`src/rtl/regfile_pkg.sv`:
```
// Shared constants and helpers for the register_bank slice.
//   DEFAULT_DATA_WIDTH / DEFAULT_NUM_REGS : defaults of the classic 32x32 block
//   ZERO_ADDR                             : address of the hardwired-zero register
//   addr_width(n)                         : address bits for n registers, never below 1
package regfile_pkg;

  localparam int DEFAULT_DATA_WIDTH = 32;
  localparam int DEFAULT_NUM_REGS   = 32;
  localparam int ZERO_ADDR          = 0;

  function automatic int addr_width(input int n);
    return (n <= 2) ? 1 : $clog2(n);
  endfunction

endpackage

```
`src/rtl/register_bank_if.sv`:
```
// Bus between decode/writeback and the register bank.
//   readRegister  : packed read addresses, port p at [p*ADDR_WIDTH +: ADDR_WIDTH]
//   readData      : packed read data,      port p at [p*DATA_WIDTH +: DATA_WIDTH]
//   writeEnable   : commit writeData to writeRegister at the next rising edge
//   writeRegister : write address
//   writeData     : write data
// Transfer rules: there is no valid/ready pair. A write is a single-cycle
// command qualified only by writeEnable (the bank never back-pressures), and
// every read port is always valid: readData is defined in every post-reset
// cycle for whatever address is presented.
interface register_bank_if
  import regfile_pkg::*;
#(
  parameter int DATA_WIDTH     = DEFAULT_DATA_WIDTH,
  parameter int NUM_REGS       = DEFAULT_NUM_REGS,
  parameter int NUM_READ_PORTS = 2
);
  localparam int ADDR_WIDTH = addr_width(NUM_REGS);

  logic [NUM_READ_PORTS*ADDR_WIDTH-1:0] readRegister;
  logic [NUM_READ_PORTS*DATA_WIDTH-1:0] readData;
  logic                                 writeEnable;
  logic [ADDR_WIDTH-1:0]                writeRegister;
  logic [DATA_WIDTH-1:0]                writeData;

  modport master (
    output readRegister, writeEnable, writeRegister, writeData,
    input  readData
  );

  modport slave (
    input  readRegister, writeEnable, writeRegister, writeData,
    output readData
  );
endinterface

```
`src/rtl/register_bank_read_port.sv`:
```
// One read port of the register bank.
//   clock, reset : shared clock domain, synchronous active-high reset
//   regs         : current contents of the storage array
//   addr         : read address of this port
//   write_legal  : a write is being committed this cycle (in range, not reg 0)
//   write_addr   : address of that write
//   write_data   : data of that write
//   data         : read result (combinational or registered by READ_LATENCY)
module register_bank_read_port
  import regfile_pkg::*;
#(
  parameter int DATA_WIDTH   = DEFAULT_DATA_WIDTH,
  parameter int NUM_REGS     = DEFAULT_NUM_REGS,
  parameter int ADDR_WIDTH   = addr_width(DEFAULT_NUM_REGS),
  parameter int READ_LATENCY = 0,
  parameter int BYPASS       = 1,
  parameter int ZERO_REG     = 1
) (
  input  logic                  clock,
  input  logic                  reset,
  input  logic [DATA_WIDTH-1:0] regs [NUM_REGS],
  input  logic [ADDR_WIDTH-1:0] addr,
  input  logic                  write_legal,
  input  logic [ADDR_WIDTH-1:0] write_addr,
  input  logic [DATA_WIDTH-1:0] write_data,
  output logic [DATA_WIDTH-1:0] data
);

  // One extra bit so NUM_REGS=64 with a 6-bit address still compares correctly.
  localparam logic [ADDR_WIDTH:0] REG_LIMIT = (ADDR_WIDTH+1)'(NUM_REGS);

  logic                  in_range;
  logic                  is_zero;
  logic                  bypass_hit;
  logic [DATA_WIDTH-1:0] data_next;
  logic [DATA_WIDTH-1:0] data_q;

  assign in_range   = ({1'b0, addr} < REG_LIMIT);
  assign is_zero    = (ZERO_REG != 0) && (addr == ADDR_WIDTH'(ZERO_ADDR));
  // write_legal already excludes reg 0 and out-of-range writes, so a hit can
  // never leak data onto a masked address.
  assign bypass_hit = (BYPASS != 0) && write_legal && (write_addr == addr);

  always_comb begin
    data_next = '0;
    if (in_range && !is_zero) begin
      data_next = bypass_hit ? write_data : regs[addr];
    end
  end

  // Sampling data_next at the edge gives the bypassed (new) value with
  // BYPASS=1 and the pre-write storage value with BYPASS=0.
  always_ff @(posedge clock) begin
    if (reset) begin
      data_q <= '0;
    end else begin
      data_q <= data_next;
    end
  end

  assign data = (READ_LATENCY != 0) ? data_q : data_next;

endmodule

```
`src/rtl/register_bank.sv`:
```
// Parametrised general-purpose register file for the MIPS-style datapath.
//   clock : single clock, rising edge
//   reset : synchronous, active-high; clears storage and read pipelines
//   bus   : register_bank_if slave (read addresses/data, write port)
// Storage and write logic live here; each read port is a
// register_bank_read_port instance.
module register_bank
  import regfile_pkg::*;
#(
  parameter int DATA_WIDTH     = DEFAULT_DATA_WIDTH,
  parameter int NUM_REGS       = DEFAULT_NUM_REGS,
  parameter int NUM_READ_PORTS = 2,
  parameter int READ_LATENCY   = 0,
  parameter int BYPASS         = 1,
  parameter int ZERO_REG       = 1
) (
  input logic            clock,
  input logic            reset,
  register_bank_if.slave bus
);

  localparam int ADDR_WIDTH = addr_width(NUM_REGS);
  localparam logic [ADDR_WIDTH:0] REG_LIMIT = (ADDR_WIDTH+1)'(NUM_REGS);

  if (NUM_REGS < 2 || NUM_REGS > 64) begin : g_bad_num_regs
    $error("register_bank: NUM_REGS must be in 2..64");
  end
  if (NUM_READ_PORTS < 1 || NUM_READ_PORTS > 4) begin : g_bad_num_ports
    $error("register_bank: NUM_READ_PORTS must be in 1..4");
  end
  if (READ_LATENCY != 0 && READ_LATENCY != 1) begin : g_bad_latency
    $error("register_bank: READ_LATENCY must be 0 or 1");
  end

  logic [DATA_WIDTH-1:0]                regs [NUM_REGS];
  logic                                 write_in_range;
  logic                                 write_to_zero;
  logic                                 write_legal;
  logic [NUM_READ_PORTS*DATA_WIDTH-1:0] read_data;

  assign write_in_range = ({1'b0, bus.writeRegister} < REG_LIMIT);
  assign write_to_zero  = (ZERO_REG != 0) && (bus.writeRegister == ADDR_WIDTH'(ZERO_ADDR));
  assign write_legal    = bus.writeEnable && write_in_range && !write_to_zero;

  // Reset has priority, so a write presented in a reset cycle is dropped.
  always_ff @(posedge clock) begin
    if (reset) begin
      for (int i = 0; i < NUM_REGS; i++) begin
        regs[i] <= '0;
      end
    end else if (write_legal) begin
      regs[bus.writeRegister] <= bus.writeData;
    end
  end

  for (genvar p = 0; p < NUM_READ_PORTS; p++) begin : g_read_port
    register_bank_read_port #(
      .DATA_WIDTH  (DATA_WIDTH),
      .NUM_REGS    (NUM_REGS),
      .ADDR_WIDTH  (ADDR_WIDTH),
      .READ_LATENCY(READ_LATENCY),
      .BYPASS      (BYPASS),
      .ZERO_REG    (ZERO_REG)
    ) u_read_port (
      .clock      (clock),
      .reset      (reset),
      .regs       (regs),
      .addr       (bus.readRegister[p*ADDR_WIDTH +: ADDR_WIDTH]),
      .write_legal(write_legal),
      .write_addr (bus.writeRegister),
      .write_data (bus.writeData),
      .data       (read_data[p*DATA_WIDTH +: DATA_WIDTH])
    );
  end

  assign bus.readData = read_data;

endmodule

```
`src/flat_wrapper.sv`:
```
// flat-port wrapper written by rule: the top's interface ports become plain ports
module register_bank_flat import regfile_pkg::*;
#(
  parameter int DATA_WIDTH     = DEFAULT_DATA_WIDTH,
  parameter int NUM_REGS       = DEFAULT_NUM_REGS,
  parameter int NUM_READ_PORTS = 2,
  parameter int READ_LATENCY   = 0,
  parameter int BYPASS         = 1,
  parameter int ZERO_REG       = 1
)
  (clock, reset, bus_readRegister, bus_writeEnable, bus_writeRegister, bus_writeData, bus_readData);
  register_bank_if #(.DATA_WIDTH(DATA_WIDTH), .NUM_REGS(NUM_REGS), .NUM_READ_PORTS(NUM_READ_PORTS)) bus_i ();
  input logic clock;
  input logic reset;
  input wire logic [$bits(bus_i.readRegister)-1:0] bus_readRegister;
  input wire logic [$bits(bus_i.writeEnable)-1:0] bus_writeEnable;
  input wire logic [$bits(bus_i.writeRegister)-1:0] bus_writeRegister;
  input wire logic [$bits(bus_i.writeData)-1:0] bus_writeData;
  output wire logic [$bits(bus_i.readData)-1:0] bus_readData;
  assign bus_i.readRegister = bus_readRegister;
  assign bus_i.writeEnable = bus_writeEnable;
  assign bus_i.writeRegister = bus_writeRegister;
  assign bus_i.writeData = bus_writeData;
  assign bus_readData = bus_i.readData;
  register_bank #(.DATA_WIDTH(DATA_WIDTH), .NUM_REGS(NUM_REGS), .NUM_READ_PORTS(NUM_READ_PORTS), .READ_LATENCY(READ_LATENCY), .BYPASS(BYPASS), .ZERO_REG(ZERO_REG)) u_core (.clock(clock), .reset(reset), .bus(bus_i));
endmodule
```
`config.mk`:
```
export PLATFORM = sky130hd
export DESIGN_NAME = register_bank_flat
export DESIGN_NICKNAME = d
export VERILOG_FILES = /design/src/rtl/regfile_pkg.sv /design/src/rtl/register_bank_if.sv /design/src/rtl/register_bank_read_port.sv /design/src/rtl/register_bank.sv /design/src/flat_wrapper.sv
export SDC_FILE = /design/constraint.sdc
export NUM_CORES = 2
export LEC_CHECK = 0
export CAP_MARGIN = 20
export CORE_MARGIN = 2
export CORE_UTILIZATION = 50
export CTS_BUF_LIST = sky130_fd_sc_hd__clkbuf_4 sky130_fd_sc_hd__clkbuf_8
export CTS_CLUSTER_DIAMETER = 150
export DETAILED_ROUTE_END_ITERATION = 10
export PLACE_DENSITY = 0.64
export SYNTH_ARGS = -nofsm -noshare
export SYNTH_HDL_FRONTEND = slang
export SYNTH_SLANG_ARGS = --single-unit
```
`constraint.sdc`:
```
create_clock -name clock -period 7.7 [get_ports clock]
set_clock_uncertainty 0.2 [all_clocks]
set_input_delay 1.925 -clock clock [delete_from_list [all_inputs] [get_ports clock]]
set_output_delay 1.925 -clock clock [all_outputs]
set_load 0.005 [all_outputs]
```
==> run_results.csv <==
group,metric,value,unit
clock_tree,post_cts_buffers,0,
clock_tree,cts_sinks,1024,
worst_setup_path,crit_chain,"buf_4, buf_4, nor3b_2, buf_4, nand2_1, o211ai_1, o22ai_1, mux2i_1, nor2_1, clkdlybuf4s50_1",
worst_setup_path,cp_max_fo,18,
worst_setup_path,worstPathRequired,5.58,ns
timing,setup-violations-final,0,
timing,post-route-period-util,0.9916,
layout,nets,6224,
drt,viasPerCell,6.676,
worst_setup_path,timing.rr.start,"u_core.regs[826]$_SDFFE_PP0P_",
worst_setup_path,cp-end-kind,"output port",
global_route,grt_overflow,0,
global_route,grt_pass1_vias,47270,
global_route,antenna_found_initial,13,
pwr,vdd.ir_drop.worst,0.1294,mV
logic_synthesis,syn_avg_cell_area,8.446,um^2
timing,period_needed,7.635,ns
layout,nFillCells,9519,
placed_design,place_area,55500,um^2
timing,final.setup.tns,0,ns
pwr,intPower,8.647,mW
drt,drt-initial-drc-count,9240,
worst_setup_path,max_stage_delay,0.61,ns
pwr,leakage,19.81,nW
logic_synthesis,yosysUniqueCellTypes,69,
drt,via_count,51390,
logic_synthesis,synth_area_leaders,"dfxtp_1 39%, mux4_2 16%, nand2_1 15%, a21oi_1 10%, mux2i_1 6.0%",
global_route,grtUsageTotal,0.4117,
logic_synthesis,yosysWarnings,0,
timing,finalWorstSetupSlack,0.06461,ns
floorplanning,num_io_pins,114,
clock_tree,hold_buffers,0,
worst_setup_path,cp.buffers_inverters,4,
logic_synthesis,syn-cell-area,52850,um^2
pwr,p_comb_frac,0.112,
floorplanning,dieHeight,329.1,um
timing,rsz0062_at_grt,"no",
pwr,seq_power_share,0.449,
layout,syn_to_final_growth,12.15,%
drt,ant_nets,0,
logic_synthesis,ys_ff_latch,1024,
global_route,grt_pass1_wl,325900,um
clock_tree,clk_latency,0.90,ns
clock_tree,cts_root_buf,"clkbuf_8",
layout,layout_commonest_cell,"nand2_1",
clock_tree,numCtsBuffers,175,
floorplanning,dieWidth,329.1,um
logic_synthesis,synth-async-reset-ratio,0,
clock_tree,cts.repair.resized,0,
drt,routed_wl,229000,um
floorplanning,die_area,108300,um^2
floorplanning,start_util,0.5027,
min_path,hp-class,"reg2reg",
layout,largest_reg_flops,1024,
drt,wl_per_cell,29.76,um
placed_design,gp_congestion,0.9589,
clock_tree,clk_pin_slew,0.06,ns
timing,report.final.slew_viol_count,0,
clock_tree,cts_tree,"built",
layout,fin_cells,7697,
logic_synthesis,yosysSeqAreaShare,0.3879,
min_path,min_from,"u_core.regs[186]$_SDFFE_PP0P_",
pwr,clock_power_share,0.440,
placed_design,portBuffers,113,
worst_setup_path,path_class,"in2out",
layout,reg_top3,"u_core.regs: 1024 flops",
global_route,grt_max_degree,221,
drt,drc_errors,0,
drt,drt_pass1_iterations,9,
logic_synthesis,synth_nets,6307,
logic_synthesis,yosysTopAreaCellShare,0.3879,
status,status,"completed",
timing,max-slew-margin-rel,0.1260,
layout,regMostFlops,"u_core.regs",
worst_setup_path,crit_slowest_cell,"nor3b_2",
worst_setup_path,critPathArrivalTime,5.51,ns
layout,final_cell_mix,"2,077 x nand2_1, 1,066 x a21oi_1, 1,024 x dfxtp_1, 364 x mux4_2, 319 x mux2i_1",
clock_tree,cts_htree_levels,4,
clock_tree,clockBufferDepth,3,
pwr,pwr_density_cell,201.8,nW/um^2
pwr,swShare,0.2770,
placed_design,place_inst,7384,
logic_synthesis,synth_edf_count,0,
worst_setup_path,start_kind,"primary input",
placed_design,dp_hpwl,138600,um
worst_setup_path,path_delay_family,"buffers and inverters",
worst_setup_path,cp_common_cell,"buf_4",
placed_design,place_ws,0.3497,ns
job,cap_violations,0,
timing,tightest_slew,1.311,ns
logic_synthesis,synth_cells,6257,
worst_setup_path,startpoint,"bus_readRegister[7]",
timing,max_freq,131.0,MHz
logic_synthesis,synth_largest_area_cell,"dfxtp_1",
floorplanning,rows,119,
timing,hold_violations,0,
layout,final_area,59270,um^2
logic_synthesis,ys.flop_type,"dfxtp_1",
pwr,power_switching,3.312,mW
floorplanning,fp.coreArea,105100,um^2
layout,drive_above_1_share,0.1674,
[path summary, 6_finish.rpt]
| check | end | slack, ns | cells past startpoint |
|---|---|---|---|
| worst min-delay path | u_core.regs[186]$_SDFFE_PP0P_ | 0.27 | 2 |
| worst min register to register | u_core.regs[186]$_SDFFE_PP0P_ | 0.27 | 2 |
| worst max register to register | u_core.regs[826]$_SDFFE_PP0P_ | 6.78 | 2 |
| worst max-delay path | bus_readData[37] | 0.06 | 10 |
[worst min-delay path, stage by stage (launching register included)]
cell and delay [ns]:
dfxtp_1 0.31, nand2_1 0.05, a21oi_1 0.05
[synthesized netlist by cell type, types with 30 or more instances]
| cell | count |
|---|---|
| nand2_1 | 2105 |
| a21oi_1 | 1066 |
| dfxtp_1 | 1024 |
| clkbuf_1 | 494 |
| mux4_2 | 364 |
| mux2i_1 | 319 |
| nor2_1 | 117 |
| o21ai_0 | 108 |
| a22oi_1 | 60 |
| o22ai_1 | 59 |
| nor3_1 | 58 |
| a221oi_1 | 57 |
| buf_2 | 56 |
| nor2b_1 | 45 |
| buf_6 | 40 |
| a211oi_1 | 30 |
[power groups by stage]
stage	Combinational (mW)	Clock, mW	Sequential (mW)
after floorplan	0.723	0	5.47
after global placement	1.26	0	5.48
after detailed placement	1.26	0	5.48
after CTS	1.26	5.24	5.36
after global routing	1.35	5.48	5.37
final	1.34	5.26	5.37
[stage by stage]
| stage | hold WS, ns | utilization | total power [mW] |
|---|---|---|---|
| finish | 0.2663 | 0.5638 | 11.96 |
| global route | 0.2775 | 0.5638 | 12.19 |
| CTS | 0.2641 | 0.5629 | 11.86 |
| detailed placement | 0.2554 | 0.5280 | 6.741 |
| global placement | 0.2488 | 0.5272 | 6.737 |
| floorplan | 0.2414 | - | 6.194 |
[layout make-up]
class                      count  area (um^2)  area share
timing repair buffer         388         3671     0.06194
clock buffer                 274         3421     0.05772
tap                         1391         1740     0.02937
clock inverter                32        256.5    0.004328
multi-input combinational   4574        29630      0.4999
inverter                      11        41.29   0.0006967
sequential                  1024        20500      0.3459
antenna                        3        7.507   0.0001267
[cells by family after synthesis]
group | after synthesis | share of synthesized area
AND/OR/NAND/NOR | 2390 | 0.1769
AO/OA/AOI/OAI | 1474 | 0.1561
flip-flops | 1024 | 0.3879
multiplexers | 700 | 0.2195
buffers and inverters | 659 | 0.05794
XOR/XNOR | 10 | 0.001657
[routing by layer]
layer	part of all wire	GRT usage
met3	0.16	0.1532
met5	0.00045	0
met4	0.067	0.2427
met2	0.40	0.5679
met1	0.37	0.5488
Power figures use the tool's default switching activity.
